[src/rtl/fir_stream_ctrl.sv]
// Sample scheduler for the FIR: FIFO-buffered upstream samples feed fir_x one per clock.
// Results come out LAT+2 clocks after acceptance. Upstream stalls on full/FLUSH; no downstream backpressure.
module fir_stream_ctrl #(
   parameter int DW    = 8,
   parameter int YW    = 20,
   parameter int TAPS  = 4,
   parameter int LAT   = 1,
   parameter int DEPTH = 4
) (
   input  logic          clk,
   input  logic          rst_n,
   input  logic          s_valid,
   output logic          s_ready,
   input  logic [DW-1:0] s_data,
   input  logic          start,
   input  logic          flush,
   output logic          busy,
   output logic          err_underrun,
   output logic [DW-1:0] fir_x,
   input  logic [YW-1:0] fir_y,
   output logic          m_valid,
   output logic [YW-1:0] m_data
);
   localparam int AW = $clog2(DEPTH);
   localparam int ZW = (TAPS > 2) ? $clog2(TAPS) : 1;
   localparam logic [ZW-1:0] ZLAST = ZW'(TAPS - 1);

   typedef enum logic [1:0] {S_IDLE, S_RUN, S_FLUSH} state_t;

   state_t        state;
   logic [DW-1:0] mem [DEPTH];
   logic [AW:0]   wptr, rptr;
   logic          empty, full, push, pop;
   logic [LAT:0]  tag;
   logic          issued;
   logic [ZW-1:0] zcnt;
   logic [DW-1:0] rd_dat;

   // Pointers carry a wrap bit so equal low bits mean empty or full depending on it.
   assign empty   = (wptr == rptr);
   assign full    = (wptr[AW] != rptr[AW]) && (wptr[AW-1:0] == rptr[AW-1:0]);
   assign s_ready = !full && (state != S_FLUSH) && rst_n;
   assign push    = s_valid && s_ready;
   assign pop     = ((state == S_RUN) || (state == S_FLUSH)) && !empty;
   assign rd_dat  = mem[rptr[AW-1:0]];
   assign busy    = (state != S_IDLE);

   always_ff @(posedge clk) begin
      if (push) mem[wptr[AW-1:0]] <= s_data;
   end

   always_ff @(posedge clk or negedge rst_n) begin
      if (!rst_n) begin
         state        <= S_IDLE;
         wptr         <= '0;
         rptr         <= '0;
         tag          <= '0;
         issued       <= 1'b0;
         zcnt         <= '0;
         fir_x        <= '0;
         err_underrun <= 1'b0;
         m_valid      <= 1'b0;
         m_data       <= '0;
      end else begin
         if (push) wptr <= wptr + (AW+1)'(1);
         if (pop)  rptr <= rptr + (AW+1)'(1);

         tag[LAT:1] <= tag[LAT-1:0];
         m_valid    <= tag[LAT];
         if (tag[LAT]) m_data <= fir_y;

         case (state)
            S_IDLE: begin
               fir_x  <= '0;
               tag[0] <= 1'b0;
               if (start) begin
                  state        <= S_RUN;
                  err_underrun <= 1'b0;
                  issued       <= 1'b0;
               end
            end
            S_RUN: begin
               if (pop) begin
                  fir_x  <= rd_dat;
                  tag[0] <= 1'b1;
                  issued <= 1'b1;
               end else begin
                  fir_x  <= '0;
                  tag[0] <= 1'b0;
                  if (issued) err_underrun <= 1'b1;
               end
               if (flush) begin
                  state <= S_FLUSH;
                  zcnt  <= '0;
               end
            end
            S_FLUSH: begin
               if (pop) begin
                  fir_x  <= rd_dat;
                  tag[0] <= 1'b1;
               end else if (zcnt != ZLAST) begin
                  // Zero tail pushes the last real samples through every tap.
                  fir_x  <= '0;
                  tag[0] <= 1'b1;
                  zcnt   <= zcnt + ZW'(1);
               end else begin
                  fir_x  <= '0;
                  tag[0] <= 1'b0;
                  if (tag[LAT-1:0] == '0) state <= S_IDLE;
               end
            end
            default: state <= S_IDLE;
         endcase
      end
   end
endmodule

[config.mk]
export PLATFORM = sky130hd
export DESIGN_NAME = fir_stream_ctrl
export DESIGN_NICKNAME = d
export VERILOG_FILES = /design/src/rtl/fir_stream_ctrl.sv
export SDC_FILE = /design/constraint.sdc
export NUM_CORES = 1
export LEC_CHECK = 0
export CAP_MARGIN = 20
export CORE_ASPECT_RATIO = 1.2
export CORE_MARGIN = 10
export CORE_UTILIZATION = 40
export DETAILED_ROUTE_END_ITERATION = 10
export GPL_ROUTABILITY_DRIVEN = 0
export PLACE_DENSITY = 0.73
export SLEW_MARGIN = 20
export SYNTH_ARGS = -nofsm -noshare
export SYNTH_HDL_FRONTEND = slang
export SYNTH_SLANG_ARGS = --single-unit
export TNS_END_PERCENT = 1
[constraint.sdc]
create_clock -name clk -period 6.5 [get_ports clk]
set_clock_uncertainty 0.15 [all_clocks]
set_input_delay 0.975 -clock clk [delete_from_list [all_inputs] [get_ports clk]]
set_output_delay 0.975 -clock clk [all_outputs]
set_load 0.1 [all_outputs]
==> impl_metrics.xml <==
<?xml version="1.0" encoding="UTF-8"?>
<metrics>
  <group name="floorplanning">
    <metric name="floorplan_die_area" unit="sq um">11910</metric>
    <metric name="floorplan.initialDensity" unit="%">41.19</metric>
    <metric name="core_area" unit="sq um">7707</metric>
    <metric name="fp-row-count" unit="">35</metric>
    <metric name="boundaryPins" unit="">65</metric>
    <metric name="floorplan.die.width" unit="um">101.3</metric>
    <metric name="die-height" unit="um">117.6</metric>
  </group>
  <group name="route">
    <metric name="avgViaCountPerCell" unit="">4.973</metric>
    <metric name="avgRoutedWirePerCell" unit="um">16.33</metric>
    <metric name="drc" unit="">0</metric>
    <metric name="detail_route.iter0.violations" unit="">55</metric>
    <metric name="routed_wirelength" unit="mm">6.043</metric>
    <metric name="drtPass1Iterations" unit="">5</metric>
    <metric name="antenna_left" unit="">0</metric>
    <metric name="num_vias" unit="">1840</metric>
  </group>
  <group name="global_route">
    <metric name="pin_count_of_the_biggest_net_entering_global_routing" unit="">45</metric>
    <metric name="grt_use_total" unit="%">10.16</metric>
    <metric name="first_global_vias" unit="">1935</metric>
    <metric name="antenna_found_initial" unit="">0</metric>
    <metric name="grt_remaining_overflow" unit="">0</metric>
    <metric name="grt_first_pass_wirelength" unit="mm">9.618</metric>
  </group>
  <group name="critical_path">
    <metric name="cp-end-kind" unit="">output port</metric>
    <metric name="cpPeakStageDelay" unit="ps">1160</metric>
    <metric name="critical_path.startpoint_type" unit="">input pin</metric>
    <metric name="arrival" unit="ps">3050</metric>
    <metric name="critPathKind" unit="">in2out</metric>
    <metric name="cp.required" unit="ps">5370</metric>
    <metric name="critical_path_peak_fanout" unit="">44</metric>
    <metric name="critical-path-top-delay-family" unit="">buffers and inverters</metric>
    <metric name="path_buf_inv" unit="">3</metric>
    <metric name="r2r_setup_slack" unit="ps">4050</metric>
    <metric name="timing.critical_path.slowest_stage_cell" unit="">clkdlybuf4s50_1</metric>
    <metric name="cp_cell_sequence" unit="">buf_2 -&gt; buf_4 -&gt; nand2b_1 -&gt; a31oi_1 -&gt; clkdlybuf4s50_1</metric>
  </group>
  <group name="synthesis">
    <metric name="postSynthAreaPerCell" unit="sq um">15.48</metric>
    <metric name="yosys_warnings" unit="">0</metric>
    <metric name="postSynthRegisterBits" unit="">75</metric>
    <metric name="synth_enable_flop_cells" unit="">32</metric>
    <metric name="synth_compound_area_share" unit="%">5.321</metric>
    <metric name="synth_largest_type_area_fraction" unit="%">33.90</metric>
    <metric name="netlist_top_cells_area" unit="">dfrtp_1 34%, edfxtp_1 30%, mux2_2 8.2%, mux4_1 6.6%, ha_1 4.3%</metric>
    <metric name="ys_types" unit="">32</metric>
    <metric name="synth-adder-area-share" unit="%">4.336</metric>
    <metric name="portion_of_netlist_area_occupied_by_mux_cells" unit="%">15.41</metric>
    <metric name="postSynth.asyncResetShare" unit="%">57.33</metric>
    <metric name="synth_largest_area_cell" unit="">dfrtp_1</metric>
    <metric name="number_of_nets_produced_by_synthesis" unit="">249</metric>
    <metric name="sequential_share_of_the_synthesized_area" unit="%">64.17</metric>
    <metric name="synth.cell_area" unit="sq um">3174</metric>
    <metric name="basic_gate_share_of_the_synthesized_area_counting_and_or_nand_and_nor_cells" unit="%">5.164</metric>
    <metric name="dominant_combinational_cell_family_by_area_after_synthesis" unit="">multiplexers</metric>
    <metric name="post_synth_xor_area_fraction" unit="%">2.956</metric>
    <metric name="synth_ff_type" unit="">dfrtp_1</metric>
    <metric name="syn-instance-count" unit="">205</metric>
  </group>
  <group name="cells_and_area">
    <metric name="multiInputGateArea" unit="sq um">1054</metric>
    <metric name="register_area" unit="sq um">2037</metric>
    <metric name="final_nets" unit="">317</metric>
    <metric name="n_antenna_cell" unit="">0</metric>
    <metric name="fillers" unit="">666</metric>
    <metric name="final_cell_count_no_fill" unit="">370</metric>
    <metric name="drive_above_1_share" unit="%">15.83</metric>
    <metric name="area_growth" unit="%">27.99</metric>
  </group>
  <group name="clocking">
    <metric name="clock_insertion_delay_worst_skew" unit="ps">350</metric>
    <metric name="clock-root-buffer" unit="">clkbuf_8</metric>
    <metric name="post_cts_resize_count" unit="">0</metric>
    <metric name="cts_htree_levels" unit="">3</metric>
    <metric name="path_clk_slew" unit="ps">70</metric>
    <metric name="cts.path.max_buffers" unit="">2</metric>
    <metric name="cts-hold-fix-buffers" unit="">0</metric>
    <metric name="clock_sinks" unit="">75</metric>
    <metric name="tritoncts_buffer_count" unit="">9</metric>
    <metric name="clock_tree_from_tritoncts" unit="">yes</metric>
    <metric name="postCtsSetupBuffers" unit="">0</metric>
  </group>
  <group name="sta">
    <metric name="rsz0062_at_grt" unit="">no</metric>
    <metric name="setup-violations-final" unit="">0</metric>
    <metric name="maxSlewHeadroom" unit="%">33.57</metric>
    <metric name="worst_pin_slew" unit="ps">993.4</metric>
    <metric name="number_of_hold_violations_in_the_final_report" unit="">0</metric>
    <metric name="timing_max_transition_violations_final" unit="">0</metric>
    <metric name="layout_min_cycle_time" unit="ps">4180</metric>
    <metric name="final.setup.worst_slack" unit="ps">2320</metric>
    <metric name="max_freq" unit="GHz">0.2393</metric>
    <metric name="fin_crit_sh" unit="%">64.30</metric>
    <metric name="setup_total_negative_slack" unit="ps">0</metric>
  </group>
  <group name="flow_run">
    <metric name="timing.max_cap.violations" unit="">0</metric>
  </group>
  <group name="place">
    <metric name="port-buffer-count" unit="">64</metric>
    <metric name="dpl.hpwl" unit="mm">4.359</metric>
    <metric name="post-place-cells" unit="">354</metric>
    <metric name="pre_cts_slack" unit="ps">2250</metric>
  </group>
  <group name="worst_hold_path">
    <metric name="timing.hold.worst.class" unit="">reg2reg</metric>
  </group>
  <group name="status">
    <metric name="result_of_the_run" unit="">complete, no violations</metric>
  </group>
</metrics>
[layout make-up]
cell class	instances	share of cell area, %
Clock buffer	9	3.049
Inverter	8	0.7391
Sequential cell	75	50.14
Tap cell	92	2.833
Clock inverter	7	1.478
Multi-Input combinational cell	114	25.93
Timing Repair Buffer	65	15.83
[final timing paths]
check	from	to	cells past startpoint
worst max-delay path	rst_n	s_ready	5
worst min-delay path	tag[0]	tag[1]	0
worst max register to register	state[0]	mem[3][6]	5
worst min register to register	tag[0]	tag[1]	0
max in group asynchronous	rst_n	m_data[11]	2
min in group asynchronous	rst_n	m_data[6]	2
[Yosys cell counts, types with 2 or more instances]
cell type,count
inv_1,8
mux2_2,23
a21oi_1,4
clkbuf_1,2
buf_6,3
nand3_1,3
mux4_1,8
a31oi_1,2
nand2b_1,3
xor2_1,2
buf_1,2
dfrtp_1,43
o31ai_1,2
o21ai_0,10
xnor2_1,5
ha_1,11
and2_1,4
o21ai_1,2
mux2i_1,2
nand2_1,22
xor2_2,2
edfxtp_1,32
[layer usage]
layer	track usage, %	wire [um]	vias up
li1	-	-	886
met1	11.29	2590	889
met2	16.50	2851	56
met3	3.934	499	9
met4	4.712	102	0
met5	0	0	-
[layout by cell type, fill, tap and decap left out]
cell,count
inv_8,1
nor4_1,1
xor2_1,2
ha_1,11
o31ai_1,2
o21ai_0,10
clkinv_2,1
nor2_1,1
xor2_2,2
a311oi_4,1
a2111oi_0,1
mux2_2,23
or3_1,1
clkinv_4,3
dfrtp_1,43
xnor2_1,5
a31oi_1,2
mux4_1,8
buf_4,1
edfxtp_1,32
nand3_1,3
mux2i_1,2
a211o_1,1
o31a_1,1
nand2b_1,3
inv_6,2
buf_2,1
o21ai_1,2
inv_1,8
a21oi_1,4
clkdlybuf4s50_1,63
clkbuf_8,9
o311ai_0,1
nand2_1,22
and2_1,4
nor2b_1,1
[kinds of logic (layout without fill, tap and decap cells)]
family | Yosys count | count (layout)
flip-flops | 75 | 75
AND/OR/NAND/NOR | 36 | 36
multiplexers | 33 | 33
AO/OA/AOI/OAI | 25 | 25
buffers and inverters | 16 | 89
adder cells (fa/ha/maj) | 11 | 11
XOR/XNOR | 9 | 9
[registers in the layout (all words and copies together), names as in the netlist]
name	cells
mem	32
m_data	20
fir_x	8
rptr	3
wptr	3
state	2
tag	2
zcnt	2
err_underrun	1
issued	1
m_valid	1
[metrics by stage]
stage               utilization (%)  hold slack, ps  instance area, sq um
finish                        52.71           279.3                  4063
global route                  52.71           294.2                  4063
CTS                           52.71           280.0                  4063
detailed placement            50.32           261.3                  3879
global placement              50.32           263.8                  3879
floorplan                         -           215.7                  3174
Power is not shown: default switching activity piles up to over one toggle a cycle in this logic, so the estimate is an artifact.
